File: src/rtl/phy_tx_scheduler.sv
// phy_tx_scheduler: fixed-priority transmit arbiter for phy_tx_packet_editor with inter-frame gap and rx-busy discard.
// Optional BIST carrier support is built when PHY_TX_SCHED_BIST_EN is defined.
module phy_tx_scheduler #(
    parameter int IFG_CYCLES = 8,
    parameter int IFG_W      = 8
) (
    input  logic       clk,
    input  logic       rst,
    input  logic       tx_hardreset_req,
    output logic       tx_hardreset_done,
    input  logic       tx_cablereset_req,
    output logic       tx_cablereset_done,
    input  logic       tx_goodcrc_req,
    input  logic [1:0] tx_goodcrc_sop,
    output logic       tx_goodcrc_done,
    input  logic       tx_msg_req,
    input  logic [1:0] tx_msg_sop,
    output logic       tx_msg_done,
    output logic       tx_msg_discard,
    input  logic       tx_bist_req,
    output logic       tx_bist_active,
    input  logic       rx_busy,
    input  logic       phy_bmc_encoder_data_done,
    input  logic       phy_bmc_encoder_hold_lowbmc_done,
    output logic       phy_tx_packet_en,
    output logic [2:0] phy_tx_packet_type,
    output logic       phy_tx_bist_en,
    output logic [1:0] phy_tx_src,
    output logic       tx_busy
);
`ifdef PHY_TX_SCHED_BIST_EN
    typedef enum logic [1:0] {IDLE, SEND, BIST, BIST_DRAIN} state_t;
`else
    typedef enum logic [1:0] {IDLE, SEND} state_t;
    logic unused_bist;
    assign unused_bist = tx_bist_req ^ phy_bmc_encoder_data_done;
`endif

    state_t state, state_nx;
    logic hr_p, cr_p, gc_p, msg_p;
    logic hr_nx, cr_nx, gc_nx, msg_nx;
    logic [1:0] gc_sop, msg_sop, gc_sop_nx, msg_sop_nx;
    logic [IFG_W-1:0] gap, gap_nx;
    logic en_nx, bist_en_nx, bist_act_nx;
    logic [2:0] type_nx;
    logic [1:0] src_nx;
    logic hr_done_nx, cr_done_nx, gc_done_nx, msg_done_nx, msg_disc_nx;

    // Requests arriving on an arbitration edge compete alongside already-pending flags.
    logic hr_e, cr_e, gc_e, msg_e;
    logic [1:0] gc_sop_e, msg_sop_e;
    assign hr_e      = hr_p | tx_hardreset_req;
    assign cr_e      = cr_p | tx_cablereset_req;
    assign gc_e      = gc_p | tx_goodcrc_req;
    assign msg_e     = msg_p | tx_msg_req;
    assign gc_sop_e  = gc_p ? gc_sop : tx_goodcrc_sop;
    assign msg_sop_e = msg_p ? msg_sop : tx_msg_sop;

    // The packet in flight is identified from the registered type/src pair.
    logic cur_hr, cur_cr, cur_gc, cur_msg;
    assign cur_hr  = phy_tx_src == 2'd0 && phy_tx_packet_type == 3'd3;
    assign cur_cr  = phy_tx_src == 2'd0 && phy_tx_packet_type == 3'd4;
    assign cur_gc  = phy_tx_src == 2'd1;
    assign cur_msg = phy_tx_src == 2'd2;

    assign tx_busy = state != IDLE || gap != '0;

    always_comb begin
        state_nx    = state;
        hr_nx       = hr_e;
        cr_nx       = cr_e;
        gc_nx       = gc_e;
        msg_nx      = msg_e;
        gc_sop_nx   = gc_sop_e;
        msg_sop_nx  = msg_sop_e;
        gap_nx      = (state == IDLE && gap != '0) ? gap - IFG_W'(1) : gap;
        en_nx       = phy_tx_packet_en;
        type_nx     = phy_tx_packet_type;
        src_nx      = phy_tx_src;
        bist_en_nx  = 1'b0;
        bist_act_nx = 1'b0;
        hr_done_nx  = 1'b0;
        cr_done_nx  = 1'b0;
        gc_done_nx  = 1'b0;
        msg_done_nx = 1'b0;
        msg_disc_nx = 1'b0;
        case (state)
            IDLE: if (gap == '0) begin
                if (hr_e || cr_e) begin
                    state_nx    = SEND;
                    en_nx       = 1'b1;
                    type_nx     = hr_e ? 3'd3 : 3'd4;
                    src_nx      = 2'd0;
                    msg_disc_nx = msg_e;
                    msg_nx      = 1'b0;
                end else if (gc_e) begin
                    // A GoodCRC blocked by rx_busy holds the bus; lower sources wait behind it.
                    if (!rx_busy) begin
                        state_nx = SEND;
                        en_nx    = 1'b1;
                        type_nx  = {1'b0, gc_sop_e};
                        src_nx   = 2'd1;
                    end
                end else if (msg_e) begin
                    if (rx_busy) begin
                        msg_disc_nx = 1'b1;
                        msg_nx      = 1'b0;
                    end else begin
                        state_nx = SEND;
                        en_nx    = 1'b1;
                        type_nx  = {1'b0, msg_sop_e};
                        src_nx   = 2'd2;
                    end
                end
`ifdef PHY_TX_SCHED_BIST_EN
                else if (tx_bist_req) begin
                    state_nx    = BIST;
                    bist_en_nx  = 1'b1;
                    bist_act_nx = 1'b1;
                end
`endif
            end
            SEND: if (phy_bmc_encoder_hold_lowbmc_done) begin
                state_nx    = IDLE;
                en_nx       = 1'b0;
                type_nx     = 3'd0;
                src_nx      = 2'd0;
                gap_nx      = IFG_W'(IFG_CYCLES);
                hr_done_nx  = cur_hr;
                cr_done_nx  = cur_cr;
                gc_done_nx  = cur_gc;
                msg_done_nx = cur_msg;
                hr_nx       = hr_e & ~cur_hr;
                cr_nx       = cr_e & ~cur_cr;
                gc_nx       = gc_e & ~cur_gc;
                msg_nx      = msg_e & ~cur_msg;
            end
`ifdef PHY_TX_SCHED_BIST_EN
            BIST: begin
                bist_act_nx = 1'b1;
                if (hr_e || cr_e || gc_e || msg_e || !tx_bist_req) state_nx = BIST_DRAIN;
                else bist_en_nx = 1'b1;
            end
            BIST_DRAIN: if (phy_bmc_encoder_data_done) begin
                state_nx = IDLE;
                gap_nx   = IFG_W'(IFG_CYCLES);
            end else begin
                bist_act_nx = 1'b1;
            end
`endif
            default: state_nx = IDLE;
        endcase
    end

    always_ff @(posedge clk or posedge rst) begin
        if (rst) begin
            state              <= IDLE;
            hr_p               <= 1'b0;
            cr_p               <= 1'b0;
            gc_p               <= 1'b0;
            msg_p              <= 1'b0;
            gc_sop             <= 2'd0;
            msg_sop            <= 2'd0;
            gap                <= '0;
            phy_tx_packet_en   <= 1'b0;
            phy_tx_packet_type <= 3'd0;
            phy_tx_src         <= 2'd0;
            phy_tx_bist_en     <= 1'b0;
            tx_bist_active     <= 1'b0;
            tx_hardreset_done  <= 1'b0;
            tx_cablereset_done <= 1'b0;
            tx_goodcrc_done    <= 1'b0;
            tx_msg_done        <= 1'b0;
            tx_msg_discard     <= 1'b0;
        end else begin
            state              <= state_nx;
            hr_p               <= hr_nx;
            cr_p               <= cr_nx;
            gc_p               <= gc_nx;
            msg_p              <= msg_nx;
            gc_sop             <= gc_sop_nx;
            msg_sop            <= msg_sop_nx;
            gap                <= gap_nx;
            phy_tx_packet_en   <= en_nx;
            phy_tx_packet_type <= type_nx;
            phy_tx_src         <= src_nx;
            phy_tx_bist_en     <= bist_en_nx;
            tx_bist_active     <= bist_act_nx;
            tx_hardreset_done  <= hr_done_nx;
            tx_cablereset_done <= cr_done_nx;
            tx_goodcrc_done    <= gc_done_nx;
            tx_msg_done        <= msg_done_nx;
            tx_msg_discard     <= msg_disc_nx;
        end
    end
endmodule
File: config.mk
export PLATFORM = sky130hd
export DESIGN_NAME = phy_tx_scheduler
export DESIGN_NICKNAME = d
export VERILOG_FILES = /design/src/rtl/phy_tx_scheduler.sv
export SDC_FILE = /design/constraint.sdc
export NUM_CORES = 1
export LEC_CHECK = 0
export ABC_AREA = 1
export BUFFER_PORTS_ARGS = -buffer_cell sky130_fd_sc_hd__buf_2
export CAP_MARGIN = 0
export CORE_MARGIN = 2
export CORE_UTILIZATION = 58
export CTS_CLUSTER_DIAMETER = 40
export DETAILED_ROUTE_END_ITERATION = 8
export PLACE_DENSITY = 0.82
export SYNTH_ARGS = -nofsm -noshare
export SYNTH_HDL_FRONTEND = slang
export SYNTH_SLANG_ARGS = --single-unit
File: constraint.sdc
create_clock -name clk -period 2 [get_ports clk]
set_input_delay 0.1 -clock clk [delete_from_list [all_inputs] [get_ports clk]]
set_output_delay 0.1 -clock clk [all_outputs]
set_load 0.01 [all_outputs]
==> reports/qor.csv <==
stage,metric,value,unit
run_status,outcome,"finished, final reports clean",
clock_tree,cts_tree,yes,
drt,drt_iter0_markers,17,
clock_tree,cts_root_buf,clkbuf_4,
logic_synthesis,synth_seq_area_share,0.486,
setup_path,crit_fanout,5,
drt,vias_per_cell,4.97,
timing,skew,4.46,ps
setup_path,r2r_setup_slack,370,ps
setup_path,cp.buffers_inverters,2,
clock_tree,cts.clk_slew.worst_paths,150,ps
logic_synthesis,async_flop_share,1.00,
clock_tree,postCtsHoldBufs,3,
die,die_w,53.9,um
cells_and_area,insertedDiodeCount,0,
timing,rsz0062_at_grt,no,
grt,grt_pass1_wl,4490,um
timing,max_clock_freq,581,MHz
grt,grt_max_degree,29,
cells_and_area,fillers,200,
timing,min_period,1720,ps
timing,final.setup.worst_slack,278,ps
drt,drtPass1Iterations,5,
cells_and_area,regArea,701,um^2
die,die_h,53.9,um
cells_and_area,fin_nets,222,
setup_path,cpPeakStageDelay,390,ps
job,max_cap_viol_count,0,
clock_tree,clk_path_buf_depth,2,
setup_path,timing.rr.start,state[0],
logic_synthesis,synthCells,177,
clock_tree,cts_made_buffers,3,
timing,fin_crit_sh,0.861,
setup_path,critPathCaptureType,primary output,
clock_tree,ctsResizeCount,0,
clock_tree,cts_setup_buffers,0,
setup_path,critPathLaunchType,flop,
setup_path,critical_path_class,flop to primary output,
grt,grt_usage,0.218,
power_and_ir_drop,p_per_area,1220,nW/um^2
timing,finalMaxSlewViolations,0,
drt,drt-wirelength-per-cell,11.9,um
clock_tree,clk_latency,330,ps
grt,antenna_found_initial,0,
die,initial_utilization,0.599,
logic_synthesis,synth-main-ff-cell,dfrtp_1,
grt,grt_pass1_vias,1108,
die,core-area,2410,um^2
placed_design,io_buffers,23,
timing,setup_violations,0,
drt,wirelength,2820,um
setup_path,worstPathRequired,1900,ps
timing,tns,0,ps
placed_design,place_ws,412,ps
setup_path,cp.arrival,1620,ps
drt,ant_nets,0,
setup_path,crit_path_end,tx_busy,
logic_synthesis,synth_largest_area_cell,dfrtp_1,
setup_path,cp.depth,6,
logic_synthesis,synth_area_leaders,"dfrtp_1, nand2_1, inv_1, nand3_1, nor2_1",
setup_path,crit_start,gap[0],
setup_path,cpLargestDelayFamily,flip-flops,
die,ioPinCount,28,
logic_synthesis,synth_warnings,0,
setup_path,critical_path.most_common_cell,nand2_2,
grt,grt_remaining_overflow,0,
setup_path,crit_chain,inv_1 -> ha_1 -> nand2_2 -> nor2_4 -> nand2_2 -> buf_2,
logic_synthesis,synth_most_common_cell,nand2_1,
worst_hold_path,hp-class,input pin to flop,
power_and_ir_drop,leakage,0.855,nW
logic_synthesis,synth-seq-cells,28,
power_and_ir_drop,worst_ir_drop_vdd,0.813,mV
logic_synthesis,netlist.area_leader.share,0.486,
logic_synthesis,yosysUniqueCellTypes,28,
logic_synthesis,synth.cells.most_frequent,"nand2_1, dfrtp_1, inv_1",
die,core.rowCount,18,
setup_path,reg2reg_depth,6,
timing,holdWs,52.2,ps
placed_design,gp_congestion,0.810,
cells_and_area,multi_input_area,626,um^2
die,die_area,2900,um^2
setup_path,cpMaxStageDelayCell,dfrtp_1,
drt,vias,1174,
placed_design,dp_hpwl,2170,um
logic_synthesis,synth_enable_flop_cells,0,
timing,finalHoldViolations,0,
clock_tree,cts_htree_levels,1,
logic_synthesis,mappedNetlistArea,1440,um^2
drt,drc_errors,0,
setup_path,rr_endpoint,phy_tx_packet_type[0],
cells_and_area,drive_above_1_share,0.218,
cells_and_area,area_growth,14.4,%
clock_tree,cts.sinks,28,
logic_synthesis,post_synth.cell_area_avg,8.15,um^2
logic make-up after synthesis:
logic type,synth area share
adder cells (fa/ha/maj),0.00867
AND/OR/NAND/NOR,0.337
XOR/XNOR,0.0121
AO/OA/AOI/OAI,0.0703
flip-flops,0.486
other,0.00260
buffers and inverters,0.0833
report_power, final:
part | total, mW | switching [mW] | leakage [nW] | internal (mW)
Sequential | 0.885 | 0.152 | 0.341 | 0.733
Combinational | 0.846 | 0.533 | 0.493 | 0.313
Clock | 0.281 | 0.169 | 0.0210 | 0.112
Total | 2.01 | 0.855 | 0.855 | 1.16
layout by cell type, fill, tap and decap left out, types with 2 or more instances in the layout:
cell type,Yosys,final
o21ai_1,4,4
dfrtp_1,28,28
nand2_4,2,2
nor2_1,14,14
o21ai_0,5,5
and2_1,2,2
conb_1,1,2
nand4_1,2,2
nand3_1,12,12
nor3_1,6,6
a21oi_1,5,5
nor2_2,3,3
inv_1,23,23
dlygate4sd3_1,0,3
buf_2,0,23
nand2_1,47,47
inv_2,2,2
nor3b_1,2,2
nor2_4,4,4
nand2_2,3,3
clkbuf_4,0,3
routing by layer:
layer  track usage  part of all wire  vias up
li1              -                 -      606
met1         0.227              0.42      532
met2         0.413              0.53       29
met3        0.0250             0.027        7
met4         0.128             0.020        0
met5             0                 0        -
flip-flops by register name, indices dropped and copies added, names as in the netlist:
signal	count
cr_p	1
gap	8
phy_tx_packet_en	1
phy_tx_packet_type	3
tx_hardreset_done	1
msg_sop	2
tx_msg_done	1
state	1
tx_msg_discard	1
tx_goodcrc_done	1
gc_sop	2
msg_p	1
phy_tx_src	2
gc_p	1
tx_cablereset_done	1
hr_p	1
worst min path at each step:
stage | endpoint | from | cells after the start
4_1_cts | gc_p | tx_goodcrc_req | 3
6_report | tx_msg_discard | tx_msg_req | 3
3_3_place_gp | tx_msg_discard | rst | 3
5_1_grt | state[0] | phy_bmc_encoder_hold_lowbmc_done | 4
3_5_place_dp | msg_sop[0] | rst | 3
2_1_floorplan | cr_p | rst | 1
final cells by class:
class / instances / share of cell area
well taps: 30 / 0.0227
flip-flops and latches: 28 / 0.425
repair buffers: 27 / 0.0925
clock buffers: 4 / 0.0220
inverters: 26 / 0.0591
multi-input cells: 121 / 0.379
per-stage QoR:
stage	cell area (um^2)	instances	utilization	power (mW)
2_1_floorplan	1450	178	-	1.54
3_3_place_gp	1580	229	0.657	1.69
3_5_place_dp	1580	229	0.657	1.74
4_1_cts	1650	236	0.685	2.02
5_1_grt	1650	236	0.685	2.18
6_report	1650	236	0.685	2.01
worst reg2reg max path, cell delays in order (launching register included):
cell	delay, ps
dfrtp_1	630
inv_1	270
nand4_1	250
nand2_1	130
nor2_4	160
nand2_1	90
nand2_1	60
(Power assumes the default switching activity.)
